===== config.mk =====
export PLATFORM = sky130hd
export DESIGN_NAME = hdmi_tmds_encoder
export DESIGN_NICKNAME = d
export VERILOG_FILES = /design/src/rtl/hdmi_pkg.sv /design/src/rtl/hdmi_tmds_encoder_channel.sv /design/src/rtl/hdmi_tmds_encoder.sv
export SDC_FILE = /design/constraint.sdc
export NUM_CORES = 1
export LEC_CHECK = 0
export ABC_AREA = 1
export CAP_MARGIN = 25
export CORE_UTILIZATION = 58
export DETAILED_ROUTE_END_ITERATION = 12
export PLACE_DENSITY = 0.79
export SLEW_MARGIN = 5
export SYNTH_ARGS = -nofsm -noshare
export SYNTH_HDL_FRONTEND = slang
export SYNTH_HIERARCHICAL = 1
export SYNTH_SLANG_ARGS = --single-unit
export TNS_END_PERCENT = 5

===== constraint.sdc =====
create_clock -name CLK_PX -period 8.58 [get_ports CLK_PX]
set_input_delay 2.574 -clock CLK_PX [delete_from_list [all_inputs] [get_ports CLK_PX]]
set_output_delay 2.574 -clock CLK_PX [all_outputs]
set_load 0.02 [all_outputs]

===== src/rtl/hdmi_pkg.sv =====
// Shared TMDS constants: symbol width, DVI control symbols, clock pattern.
// Also a small popcount helper used by the channel encoder.
package hdmi_pkg;

   localparam int SYM_W = 10;

   localparam logic [SYM_W-1:0] CTRL_00 = 10'b1101010100;
   localparam logic [SYM_W-1:0] CTRL_01 = 10'b0010101011;
   localparam logic [SYM_W-1:0] CTRL_10 = 10'b0101010100;
   localparam logic [SYM_W-1:0] CTRL_11 = 10'b1010101011;

   localparam logic [SYM_W-1:0] CLK_PATTERN_DEF = 10'b1111100000;

   function automatic logic [3:0] popcnt8(input logic [7:0] v);
      logic [3:0] n;
      n = '0;
      for (int i = 0; i < 8; i++)
         n = n + {3'b000, v[i]};
      return n;
   endfunction

endpackage


===== src/rtl/hdmi_tmds_encoder_channel.sv =====
// One TMDS channel: transition-minimising stage A, DC-balancing stage B.
// Ports: clk, rst_n, de, c[1:0] control bits, d[7:0] component, q[9:0] symbol.
module tmds_channel_encoder
   import hdmi_pkg::*;
(
   input  logic             clk,
   input  logic             rst_n,
   input  logic             de,
   input  logic [1:0]       c,
   input  logic [7:0]       d,
   output logic [SYM_W-1:0] q
);

   logic [8:0]        qm;
   logic [3:0]        n1d;
   logic [3:0]        n1q;
   logic              xn;
   logic signed [4:0] cnt;
   logic signed [4:0] cnt_nx;
   logic signed [4:0] diff;
   logic [SYM_W-1:0]  q_nx;

   always_comb begin
      logic [8:0] t;
      t   = '0;
      n1d = popcnt8(d);
      xn  = (n1d > 4'd4) || ((n1d == 4'd4) && !d[0]);
      t[0] = d[0];
      for (int i = 1; i < 8; i++)
         t[i] = xn ? ~(t[i-1] ^ d[i]) : (t[i-1] ^ d[i]);
      t[8] = ~xn;
      qm   = t;
   end

   // diff = n1q - n0q = 2*n1q - 8, wraps correctly in 5-bit signed
   always_comb begin
      n1q    = popcnt8(qm[7:0]);
      diff   = $signed({n1q, 1'b0}) - 5'sd8;
      q_nx   = CTRL_00;
      cnt_nx = cnt;
      if (!de) begin
         unique case (c)
            2'b00: q_nx = CTRL_00;
            2'b01: q_nx = CTRL_01;
            2'b10: q_nx = CTRL_10;
            2'b11: q_nx = CTRL_11;
         endcase
         cnt_nx = '0;
      end else if ((cnt == 5'sd0) || (diff == 5'sd0)) begin
         q_nx   = {~qm[8], qm[8], qm[8] ? qm[7:0] : ~qm[7:0]};
         cnt_nx = qm[8] ? (cnt + diff) : (cnt - diff);
      end else if (((cnt > 5'sd0) && (diff > 5'sd0)) ||
                   ((cnt < 5'sd0) && (diff < 5'sd0))) begin
         q_nx   = {1'b1, qm[8], ~qm[7:0]};
         cnt_nx = cnt - diff + $signed({3'b000, qm[8], 1'b0});
      end else begin
         q_nx   = {1'b0, qm[8], qm[7:0]};
         cnt_nx = cnt + diff - $signed({3'b000, ~qm[8], 1'b0});
      end
   end

   always_ff @(posedge clk or negedge rst_n) begin
      if (!rst_n) begin
         q   <= CTRL_00;
         cnt <= '0;
      end else begin
         q   <= q_nx;
         cnt <= cnt_nx;
      end
   end

endmodule


===== src/rtl/hdmi_tmds_encoder.sv =====
// DVI TMDS encoder: three channel encoders, optional input register, DE align.
// Ports: CLK_PX, RST_n, DE/HSYNC/VSYNC/HDMI_PX in; TMDS_CH0..2, TMDS_CLK_WORD, DE_OUT.
module hdmi_tmds_encoder
   import hdmi_pkg::*;
#(
   parameter int               INPUT_REG   = 1,
   parameter logic [SYM_W-1:0] CLK_PATTERN = CLK_PATTERN_DEF
)(
   input  logic             CLK_PX,
   input  logic             RST_n,
   input  logic             DE,
   input  logic             HSYNC,
   input  logic             VSYNC,
   input  logic [23:0]      HDMI_PX,
   output logic [SYM_W-1:0] TMDS_CH0,
   output logic [SYM_W-1:0] TMDS_CH1,
   output logic [SYM_W-1:0] TMDS_CH2,
   output logic [SYM_W-1:0] TMDS_CLK_WORD,
   output logic             DE_OUT
);

   logic        de_s;
   logic        hs_s;
   logic        vs_s;
   logic [23:0] px_s;

   generate
      if (INPUT_REG != 0) begin : g_inreg
         always_ff @(posedge CLK_PX or negedge RST_n) begin
            if (!RST_n) begin
               de_s <= 1'b0;
               hs_s <= 1'b0;
               vs_s <= 1'b0;
               px_s <= '0;
            end else begin
               de_s <= DE;
               hs_s <= HSYNC;
               vs_s <= VSYNC;
               px_s <= HDMI_PX;
            end
         end
      end else begin : g_direct
         assign de_s = DE;
         assign hs_s = HSYNC;
         assign vs_s = VSYNC;
         assign px_s = HDMI_PX;
      end
   endgenerate

   // DE_OUT goes through the same single register as the symbols
   always_ff @(posedge CLK_PX or negedge RST_n) begin
      if (!RST_n)
         DE_OUT <= 1'b0;
      else
         DE_OUT <= de_s;
   end

   tmds_channel_encoder u_ch0 (
      .clk   (CLK_PX),
      .rst_n (RST_n),
      .de    (de_s),
      .c     ({vs_s, hs_s}),
      .d     (px_s[7:0]),
      .q     (TMDS_CH0)
   );

   tmds_channel_encoder u_ch1 (
      .clk   (CLK_PX),
      .rst_n (RST_n),
      .de    (de_s),
      .c     (2'b00),
      .d     (px_s[15:8]),
      .q     (TMDS_CH1)
   );

   tmds_channel_encoder u_ch2 (
      .clk   (CLK_PX),
      .rst_n (RST_n),
      .de    (de_s),
      .c     (2'b00),
      .d     (px_s[23:16]),
      .q     (TMDS_CH2)
   );

   assign TMDS_CLK_WORD = CLK_PATTERN;

endmodule


# Word-level counts from Yosys, hierarchy flattened
# Index checks and enable logic that the tools add are counted.
word_totals:
  wordCells: 211
  in_bits: 29
  ff_bits: 73
  output_inout_bits: 41
op_classes:
  n_bitwise: 48
  addsub: 57
  muxes: 46
  reduce_logical: 28
  n_lt_le_gt_ge: 15
  n_eq_ne: 6
op_table:
  columns: ["cell", "n"]
  rows:
  - ["$add A4 B1 Y4", 36]
  - ["$mux W10", 9]
  - ["$mux W5", 12]
  - ["$pmux W10 S4", 1]
  - ["$gt A5 B1 Y1 const B", 6]
  - ["$logic_not A5 Y1", 6]
  - ["$lt A5 B1 Y1 const B", 6]
  - ["$mux W8", 3]
  - ["$not A1 Y1", 24]
  - ["$not A8 Y8", 3]
  - ["$mux W1", 21]
  - ["$xor A1 B1 Y1", 21]
  - ["$add A5 B3 Y5", 3]
  - ["$add A5 B5 Y5", 3]
  - ["$sub A5 B3 Y5", 3]
  - ["$sub A5 B5 Y5", 3]
  - ["$sub A5 B5 Y5 const B", 3]
  - ["$add A1 B1 Y2", 6]
  - ["$eq A4 B3 Y1 const B", 3]
  - ["$gt A4 B3 Y1 const B", 3]
  - ["$logic_and A1 B1 Y1", 9]
  - ["$logic_or A1 B1 Y1", 9]
  - ["$eq A2 B2 Y1 const B", 2]
  - ["$logic_not A1 Y1", 3]
  - ["other kinds (2)", 2]

# Logic depth before layout (Yosys ltp)
# Gate-level depths: netlist of run 1.
logic_depth:
  ltp_word: 37
  mapped_depth: 41
  mapped_depth_nobuf: 41

# By module
# The synthesis of run 1 kept the hierarchy.
by_module_without_submodules:
  columns: ["module", "instances", "cells_each", "seq_area_each_um2", "area_each_um2"]
  rows:
  - ["tmds_channel_encoder (u_ch0)", 1, 246, 356.6, 1938.1]
  - ["tmds_channel_encoder (u_ch2)", 1, 243, 356.6, 1918.1]
  - ["tmds_channel_encoder (u_ch1)", 1, 237, 356.6, 1863.0]
  - ["hdmi_tmds_encoder", 1, 40, 700.7, 783.3]

# Worst setup path after synthesis of run 1
# No wires, ideal clock.
synth_timing:
  path_type: "flip-flop to flip-flop"
  start: "register px_s[0]"
  end: "register u_ch0.cnt[4]"
  period_less_slack_ns: 7.228
  setup_slack_ns: 1.352
  arrival_ns: 7.129
  setup_time_ns: 0.099
  stages_incl_launch_ff: 30
  path_cell_list: "dfrtp_1 inv_1 fa_1 fa_1 fa_1 inv_1 ha_1 fa_1 nor2_1 nand2_1 nand2_2 nand2_4 buf_2 xor2_1 inv_1 fa_1 fa_1 inv_1 fa_1 ha_1 fa_1 xnor2_1 inv_1 ha_1 ha_1 xor2_1 or2_2 nand3_1 a21oi_1 a311oi_1"
synth_between:
  elab_chain_cells: 37
  word_cells_on_any_way: 57
synth_lines:
  columns: ["element", "line", "source"]
  rows:
  - ["start: declaration", "hdmi_tmds_encoder.sv:25", "logic [23:0] px_s;"]
  - ["start signal: assignment", "hdmi_tmds_encoder.sv:34", "px_s <= '0;"]
  - ["start signal: assignment", "hdmi_tmds_encoder.sv:39", "px_s <= HDMI_PX;"]
  - ["parallel branches: the longest is 35 deep, another holds $add A4 B1 Y4", null, null]
  - ["$mux W5 *", "hdmi_tmds_encoder_channel.sv:49", "end else if ((cnt == 5'sd0) || (diff == 5'sd0)) begin"]
  - ["$mux W5 *", "hdmi_tmds_encoder_channel.sv:41", "if (!de) begin"]
  - ["named net u_ch0.cnt_nx[4]", "hdmi_tmds_encoder_channel.sv:19", "logic signed [4:0] cnt_nx;"]
  - ["end signal: assignment", "hdmi_tmds_encoder_channel.sv:68", "cnt <= cnt_nx;"]
  - ["end: declaration", "hdmi_tmds_encoder_channel.sv:18", "logic signed [4:0] cnt;"]
# Mark *: on every way through the listed nets, which the timed path passes.

# Worst setup path in the final report of run 1
layout_timing:
  start: "register px_s[8]"
  end: "register u_ch1.q[0]"
layout_between:
  elab_chain_cells: 37
  word_cells_on_any_way: 53
layout_lines:
  columns: ["element", "line", "source"]
  rows:
  - ["parallel branches: the longest is 35 deep, another holds $add A4 B1 Y4", null, null]
  - ["$mux W10 *", "hdmi_tmds_encoder_channel.sv:49", null]
  - ["$mux W10 *", "hdmi_tmds_encoder_channel.sv:41", null]
  - ["named net u_ch1.q_nx[0]", "hdmi_tmds_encoder_channel.sv:21", "logic [SYM_W-1:0] q_nx;"]
  - ["end signal: assignment", "hdmi_tmds_encoder_channel.sv:67", "q <= q_nx;"]
  - ["end: declaration", "hdmi_tmds_encoder_channel.sv:11", "output logic [SYM_W-1:0] q"]
# Marks and branches as above.

==> summary.txt, run 1 <==
Setup path
  • Setup CP Type: reg2reg
  • CP max stage delay: 0.57 ns
  • Crit-path slowest cell: fa_1
  • Register-to-register path setup slack: 0.51 ns
  • Crit path from: px_s[8]
  • Worst path most repeated cell: inv_1
  • Worst r2r src: px_s[8]
  • Crit path depth: 40
  • Critical path peak fanout: 16
  • Worst path bufs/invs: 9
  • CP Capture Point: u_ch1/q[0]
  • Crit start category: register
  • Critical Path Sink Type: register
  • Critical path's top delay family: adder cells
  • Required @ worst endpoint: 8.86 ns
  • CP arrival: 8.35 ns
  • FF-to-FF End: u_ch1/q[0]
  • R2R depth: 40

Synth
  • Synth area leader: dfrtp_1
  • Synth area leaders: dfrtp_1, ha_1, fa_1, nand2_1, inv_1
  • Primary FF master, synth: dfrtp_1
  • Post-synthesis sequential area ratio: 0.272
  • Syn Inst Count: 766
  • Cell Area, Synth: 6500 sq um
  • Synth warn: 6
  • Top cell type's share of synthesized area: 0.212
  • Number of synthesized flops with an enable pin: 0
  • Synth cell types: 37
  • Syn_area_per_cell: 8.49 sq um
  • Synth async-reset ratio: 1.00
  • Yosys reg bits: 70

Global route
  • Number of global-route vias before repair: 5570
  • Initial antenna violation count: 0
  • Global-route wire length before repair: 24900 microns
  • Largest net degree at the start of global routing: 71
  • All-Layer GR Usage: 0.277
  • Grt ovf: 0

Timing
  • Worst-Margin Slew: 0.893 ns
  • Fin Setup TNS: 0 ns
  • Clock period minus worst slack: 8.07 ns
  • Final Hold Viols: 0
  • Fin crit share: 0.941
  • # setup viols final: 0
  • RSZ-0062 raised after global routing: no
  • Fmax: 0.124 GHz
  • Worst Skew: 0.00724 ns
  • Max-slew violation count: 0
  • Worst slew margin: 0.405

Clock network
  • CTS tree: done
  • Clk root buf: clkbuf_8
  • Max Root-Sink Buffers: 2
  • CTS Hold Bufs: 0
  • Reg clk slew, reported paths: 0.07 ns
  • CTS Buf Count: 9
  • H-tree depth: 3
  • CTS sink cnt: 70
  • Worst-Skew Late Latency: 0.37 ns

Finish
  • Synth-to-Final Area Change: 15.1%
  • Diodes inserted: 0
  • Share of post-route cells with drive strength above 1: 0.171
  • Total Nets Final: 977

Die
  • Core area: 10900 sq um
  • Row count: 38
  • Top Ports: 70
  • Chip Height: 108 microns
  • Chip width: 108 microns
  • Die Area: 11600 sq um
  • Initial Util: 0.597

Drt
  • Via Count: 5456
  • ANT nets after route: 0
  • Initial DRC count: 293
  • Drt drc: 0
  • Wire length per cell: 14.9 microns
  • Drt first pass iters: 5
  • Number of vias per cell: 5.49
  • Routed wire length: 14800 microns

Run status
  • Outcome: finished clean

Placed design
  • GP Congestion: 0.858
  • Hpwl dp: 11500 microns
  • # port buffers: 59

Flow run
  • Max Cap Violations: 0

Worst hold path
  • Worst Hold Class: reg2reg
==> kinds of logic after synthesis <==
kind of cell,after synthesis,share of synthesized area
flip-flops,70,0.272
AND/OR/NAND/NOR,331,0.279
adder cells (fa/ha/maj),99,0.225
other,2,0.00115
XOR/XNOR,24,0.0323
AO/OA/AOI/OAI,97,0.0945
buffers and inverters,143,0.0956
==> area by class of cell <==
class | instances | area (sq um)
well taps | 140 | 175
multi-input cells | 573 | 4190
clock inverters | 4 | 72.6
clock buffers | 11 | 131
fillers | 849 | 3400
inverters | 122 | 458
flip-flops and latches | 70 | 1770
repair buffers | 73 | 691
==> cell usage after synthesis (14+ instances only) <==
library cell and n:
nand2_1 130, inv_1 114, ha_1 69, nand3_1 59, dfrtp_1 55, o21ai_0 51, nor2_1 48, nand2_2 42
fa_1 30, nand3_2 26, a21oi_1 15, dfstp_2 15, buf_4 14, xnor2_1 14
==> routing by layer <==
metal,up-vias,global-route usage,share of wire
li1,2610,-,-
met1,2652,0.331,0.41
met2,170,0.496,0.52
met3,24,0.0393,0.046
met4,0,0.113,0.018
met5,-,0,0
==> registers in the layout, indices dropped and copies added, names as in the netlist <==
register	cells
px_s	24
u_ch0/q	10
u_ch1/q	10
u_ch2/q	10
u_ch0/cnt	4
u_ch1/cnt	4
u_ch2/cnt	4
DE_OUT	1
de_s	1
hs_s	1
vs_s	1
==> timing repair <==
action,in CTS,in global routing
gates resized for setup,0,1
buffers inserted,0,6
setup endpoints to repair,0,7
==> layout by cell type (no fill, tap or decap), types with 26 or more instances in the layout <==
cell type,Yosys,final
o21ai_0,51,50
nand2_2,42,42
nor2_1,48,48
clkdlybuf4s50_1,0,58
nand3_2,26,26
nand2_1,130,130
dfrtp_1,55,55
ha_1,69,69
inv_1,114,114
fa_1,30,30
nand3_1,59,59
==> per-stage QoR <==
stage	worst slack (ns)	cells	utilization	hold slack, ns	instance area, sq um
after floorplan	1.35	786	-	0.530	6580
after global placement	0.732	972	0.664	0.624	7230
after detailed placement	0.465	972	0.664	0.642	7230
after CTS	0.449	987	0.683	0.660	7440
after global routing	0.0265	993	0.687	0.693	7480
final	0.509	993	0.687	0.659	7480
==> worst min-delay path, stage by stage, from the launching register on <==
cell,delay [ns]
dfrtp_1,0.41
nor2_1,0.12
o21ai_0,0.09
==> worst min path at each step <==
stage / startpoint / endpoint / slack (ns) / cells past startpoint
global placement: px_s[16] / u_ch2/q[0] / 0.62 / 2
detailed placement: px_s[16] / u_ch2/q[0] / 0.64 / 2
CTS: px_s[16] / u_ch2/q[0] / 0.66 / 2
finish: px_s[16] / u_ch2/q[0] / 0.66 / 2
floorplan: de_s / DE_OUT / 0.53 / 0
global route: px_s[16] / u_ch2/q[0] / 0.69 / 2
Power of run 1 is not shown: default switching activity piles up to over one toggle a cycle in this logic, so the estimate is an artifact.
==> run 2: changes to the inputs <==
Settings changed: CELL_PAD_IN_SITES_DETAIL_PLACEMENT set to 1, CELL_PAD_IN_SITES_GLOBAL_PLACEMENT set to 2, CORE_UTILIZATION 58 to 35, PLACE_DENSITY 0.79 to 0.78.
==> run 2 against run 1 <==
The run now ends with DRC left. Hold slack better by 0.012 ns. Clock-buffer cell count fell by 1. Global-route usage shrank 8.8 points. Register-to-register slack better by 0.06 ns. Critical path type unchanged.
==> summary.txt, run 2 (synthesis gave the netlist of run 1 again) <==
Flow run
  • Max Cap Violations: 0 (unchanged)

Die
  • Chip Height: 138 microns (was 108 microns)
  • Top Ports: 70 (unchanged)
  • Die Area: 19100 sq um (was 11600 sq um)
  • Initial Util: 0.360 (was 0.597)
  • Core area: 18100 sq um (was 10900 sq um)
  • Chip width: 138 microns (was 108 microns)
  • Row count: 49 (was 38)

Timing
  • Worst slew margin: 0.395 (was 0.405)
  • Worst Skew: 0.00923 ns (was 0.00724 ns)
  • # setup viols final: 0 (unchanged)
  • Fin worst setup slack: 0.567 ns (was 0.509 ns)
  • Fin crit share: 0.934 (was 0.941)
  • Max-slew violation count: 0 (unchanged)
  • Fin Setup TNS: 0 ns (unchanged)
  • Final Hold Viols: 0 (unchanged)
  • RSZ-0062 raised after global routing: no (unchanged)
  • Worst-Margin Slew: 0.899 ns (was 0.893 ns)
  • Clock period minus worst slack: 8.01 ns (was 8.07 ns)
  • Fmax: 0.125 GHz (was 0.124 GHz)

Clock network
  • Worst-Skew Late Latency: 0.34 ns (was 0.37 ns)
  • CTS sink cnt: 70 (unchanged)
  • H-tree depth: 3 (unchanged)
  • CTS tree: done (unchanged)
  • Post-CTS sizing: 0 (unchanged)
  • Max Root-Sink Buffers: 2 (unchanged)
  • Clk root buf: clkbuf_16 (was clkbuf_8)
  • CTS Buf Count: 9 (unchanged)
  • CTS Hold Bufs: 0 (unchanged)
  • Reg clk slew, reported paths: 0.05 ns (was 0.07 ns)

Drt
  • Drt drc: 2 (was 0)
  • Wire length per cell: 15.8 microns (was 14.9 microns)
  • Number of vias per cell: 4.94 (was 5.49)
  • Drt first pass iters: 8 (was 5)
  • Via Count: 5355 (was 5456)
  • Routed wire length: 17100 microns (was 14800 microns)
  • Initial DRC count: 179 (was 293)
  • ANT nets after route: 0 (unchanged)

Finish
  • Largest reg by FF count: px_s (unchanged)
  • Synth-to-Final Area Change: 19.6% (was 15.1%)
  • Max reg flops: 24 (unchanged)
  • Share of post-route cells with drive strength above 1: 0.174 (was 0.171)
  • Diodes inserted: 0 (unchanged)
  • Most frequent cells in the layout: nand2_1, inv_1, ha_1 (unchanged)
  • Final Cell Area: 7780 sq um (was 7480 sq um)
  • Layout Utilization: 0.430 (was 0.687)
  • Most common cell after layout, fill and taps aside: nand2_1 (unchanged)
  • Total Nets Final: 977 (unchanged)

Setup path
  • Crit path from: px_s[8] (unchanged)
  • R2R depth: 39 (was 40)
  • CP Capture Point: u_ch1/q[2] (was u_ch1/q[0])
  • Crit path depth: 39 (was 40)
  • CP max stage delay: 0.60 ns (was 0.57 ns)
  • Worst r2r src: px_s[8] (unchanged)
  • Crit start category: register (unchanged)
  • Crit-path slowest cell: fa_1 (unchanged)
  • Worst path bufs/invs: 8 (was 9)
  • Worst path most repeated cell: inv_1 (unchanged)
  • CP arrival: 8.26 ns (was 8.35 ns)
  • Critical Path Sink Type: register (unchanged)
  • Critical path's top delay family: adder cells (unchanged)
  • FF-to-FF End: u_ch1/q[2] (was u_ch1/q[0])
  • Critical path peak fanout: 7 (was 16)
  • Setup CP Type: reg2reg (unchanged)
  • Required @ worst endpoint: 8.83 ns (was 8.86 ns)
  • Register-to-register path setup slack: 0.57 ns (was 0.51 ns)

Global route
  • Initial antenna violation count: 0 (unchanged)
  • Largest net degree at the start of global routing: 71 (unchanged)
  • Grt ovf: 0 (unchanged)
  • All-Layer GR Usage: 0.189 (was 0.277)
  • Number of global-route vias before repair: 5768 (was 5570)
  • Global-route wire length before repair: 28800 microns (was 24900 microns)

Placed design
  • GP Congestion: 0.865 (was 0.858)
  • Placed Area: 7360 sq um (was 7230 sq um)
  • # port buffers: 59 (unchanged)
  • Place WS: 0.273 ns (was 0.465 ns)
  • Hpwl dp: 13900 microns (was 11500 microns)

Run status
  • Outcome: complete, but fails checks (was finished clean)
  • Failing checks: DRC

Worst hold path
  • Worst hold path cell count: 2 (unchanged)
  • Worst Hold Class: reg2reg (unchanged)
==> run 2: cell count changes in the layout (fill, tap and decap cells not counted) <==
cell	delta
clkbuf_8	-8
bufinv_16	+2
clkbuf_1	-2
o21ai_1	-1
clkbuf_16	+9
buf_2	-1
o21ai_0	+1
buf_12	+1
==> run 2: routing by layer <==
layer  global-route usage  part of all wire  vias to the layer above
met1                0.234              0.45                     2653
li1                     -                 -                     2611
met4               0.0514             0.014                        0
met5                    0                 0                        -
met3               0.0322             0.029                       19
met2                0.338              0.50                       72
==> run 2: final cells by class <==
cell class	count	area [sq um]
multi-input combinational	573	4190
clock buffer	10	239
clock inverter	6	133
inverter	122	458
sequential	70	1770
tap	229	287
timing repair buffer	73	706
fill	2158	10300
==> run 2: per-stage QoR <==
step | std cells | hold slack [ns]
floorplan | 786 | 0.530
global placement | 1063 | 0.632
detailed placement | 1063 | 0.665
CTS | 1079 | 0.676
global route | 1083 | 0.738
finish | 1083 | 0.671
==> run 2: tightest hold or removal path, cell delays in order (launching register included) <==
cell     delay [ns]
dfrtp_1        0.42
nor2_1         0.11
o21ai_0        0.09
==> run 2: worst min-delay path by stage <==
stage | start | endpoint | slack, ns
6_report | px_s[8] | u_ch1/q[0] | 0.67
5_1_grt | vs_s | u_ch0/q[9] | 0.74
4_1_cts | px_s[16] | u_ch2/q[0] | 0.68
3_5_place_dp | px_s[8] | u_ch1/q[0] | 0.67
3_3_place_gp | px_s[16] | u_ch2/q[0] | 0.63
2_1_floorplan | de_s | DE_OUT | 0.53
==> run 2: timing repair <==
item / in CTS / in global routing
hold endpoints to repair: 0 / 0
endpoints found under the setup margin: 0 / 9
buffers inserted: 0 / 3
Power of run 2 is left out for the same reason.
==> edit, RTL diff (config.mk and constraints of run 1) <==
Reset style: synchronous (`RST_n` and `rst_n`), changed in 3 clocked blocks.
--- a/src/rtl/hdmi_tmds_encoder_channel.sv
+++ b/src/rtl/hdmi_tmds_encoder_channel.sv
@@ -61,3 +61,3 @@
 
-   always_ff @(posedge clk or negedge rst_n) begin
+   always_ff @(posedge clk) begin
       if (!rst_n) begin
--- a/src/rtl/hdmi_tmds_encoder.sv
+++ b/src/rtl/hdmi_tmds_encoder.sv
@@ -28,3 +28,3 @@
       if (INPUT_REG != 0) begin : g_inreg
-         always_ff @(posedge CLK_PX or negedge RST_n) begin
+         always_ff @(posedge CLK_PX) begin
             if (!RST_n) begin
@@ -50,3 +50,3 @@
    // DE_OUT goes through the same single register as the symbols
-   always_ff @(posedge CLK_PX or negedge RST_n) begin
+   always_ff @(posedge CLK_PX) begin
       if (!RST_n)
Check against the original RTL: differs if RST_n is asserted again (counterexample within 4 cycles, from zero or initial values and one cycle with RST_n low); with RST_n held inactive, the same outputs for 4 cycles.
==> edit against run 1 <==
Sequential cell count unchanged. Worst setup slack improved by 0.087 ns. Critical path depth up 2. Via count barely moved. Synthesized area down 1.1%. Sequential share of layout area fell by 4.7 points. Count of clock-buffer cells in the layout down 2. Wire length fell by 10%. Design area decreased by 1.0%. Clock skew grew 0.0032 ns.
Power is not shown: default switching activity piles up to over one toggle a cycle in this logic, so the estimate is an artifact.
==> edit: results (changes against run 1) <==
stage,metric,value,unit,change
outcome,run status,"complete, no violations",,unchanged
worst_setup_path,critical path peak fanout,17,,was 16
yosys,Post-Synthesis Cells,833,,was 766
finish,layout cells sized above 1,0.1360,,was 0.1712
placement,Post-DP Area,7117,um2,was 7234 um2
worst_setup_path,worst r2r src,px_s[0]$_SDFF_PN0_,,was px_s[8]$_DFF_PN0_
finish,design area,7408,um2,was 7483 um2
placement,gpl congestion,0.8979,,was 0.8578
yosys,XOR/XNOR Fraction of Synth Area,0.05039,,was 0.03233
cts,clock transition at the registers of the reported paths,0.09,ns,was 0.07 ns
yosys,Adder-Cell Fraction of Synth Area,0.2300,,was 0.2251
placement,Placement Setup Slack,0.4796,ns,was 0.4655 ns
yosys,Post-synth ARST share,0,,was 1.000
yosys,synthesized area,6431,um2,was 6502 um2
global_route,global-route wire length before repair,22310,um,was 24910 um
yosys,most area-consuming cells after synthesis,"dfxtp_1 (22%), ha_1 (15%), fa_1 (8.4%), nand2_1 (8.1%), inv_1 (7.4%)",,"was dfrtp_1 (21%), ha_1 (13%), fa_1 (9.2%), nand2_1 (7.5%), inv_1 (6.6%)"
global_route,pin count of the biggest net entering global routing,40,,was 71
detailed_routing,met3 routed WL,687,um,was 688 um
finish,Final non-clock buffer share,0.08580,,was 0.09229
global_route,vias in the first global route,4953,,was 5570
sta,clock skew,0.01039,ns,was 0.007237 ns
worst_setup_path,Crit path arrival time,8.28,ns,was 8.35 ns
finish,fraction of area in multi-input gates,0.5906,,was 0.5593
yosys,Yosys cell types,33,,was 37
finish,clk cell area share,0.03631,,was 0.02725
finish,# fillers,925,,was 849
detailed_routing,met2 wire len,6418,um,was 7720 um
worst_setup_path,R2R cell count,42,,was 40
finish,register area,1401,um2,was 1770 um2
global_route,Total GRT Usage,0.2433,,was 0.2767
yosys,"Seq/Total Area, Yosys",0.2179,,was 0.2723
placement,HPWL after detailed placement,10640,um,was 11500 um
detailed_routing,wire length on met1,6013,um,was 6152 um
detailed_routing,drt initial violations,210,,was 293
finish,Plain + repair buffers,65,,was 73
detailed_routing,Via-to-Cell Ratio,5.184,,was 5.494
yosys,synth cell count leaders,"nand2_1 (138), inv_1 (126), nand3_1 (81), ha_1 (75), dfxtp_1 (70)",,"was nand2_1 (130), inv_1 (114), ha_1 (69), nand3_1 (59), dfrtp_1 (55)"
edit: changes by cell type in the layout (fill, tap and decap cells not counted), moves of 12 or more:
cell     delta
dfxtp_1    +70
o21ai_0    -17
dfstp_2    -15
nand2_4    +12
nand3_1    +22
inv_1      +12
a21oi_1    +14
o21ai_1    +13
dfrtp_1    -55
edit: routing by layer:
layer  global-route usage  up-vias
li1                     -     2776
met1               0.3193     2525
met2               0.4147      137
met3              0.03692       16
met4              0.06751        0
met5                    0        -
edit: path summary, 6_finish.rpt:
path                                end  slack (ns)
setup reg to reg  u_ch0/q[0]$_SDFF_PN0_        0.60
setup / recovery  u_ch0/q[0]$_SDFF_PN0_        0.60
hold / removal    u_ch2/q[0]$_SDFF_PN0_        0.58
hold reg to reg   u_ch2/q[0]$_SDFF_PN0_        0.58
edit: repair_timing:
action | in CTS | in global routing
setup endpoints to repair | 0 | 3
hold buffers | 0 | 0
setup buffers | 0 | 3
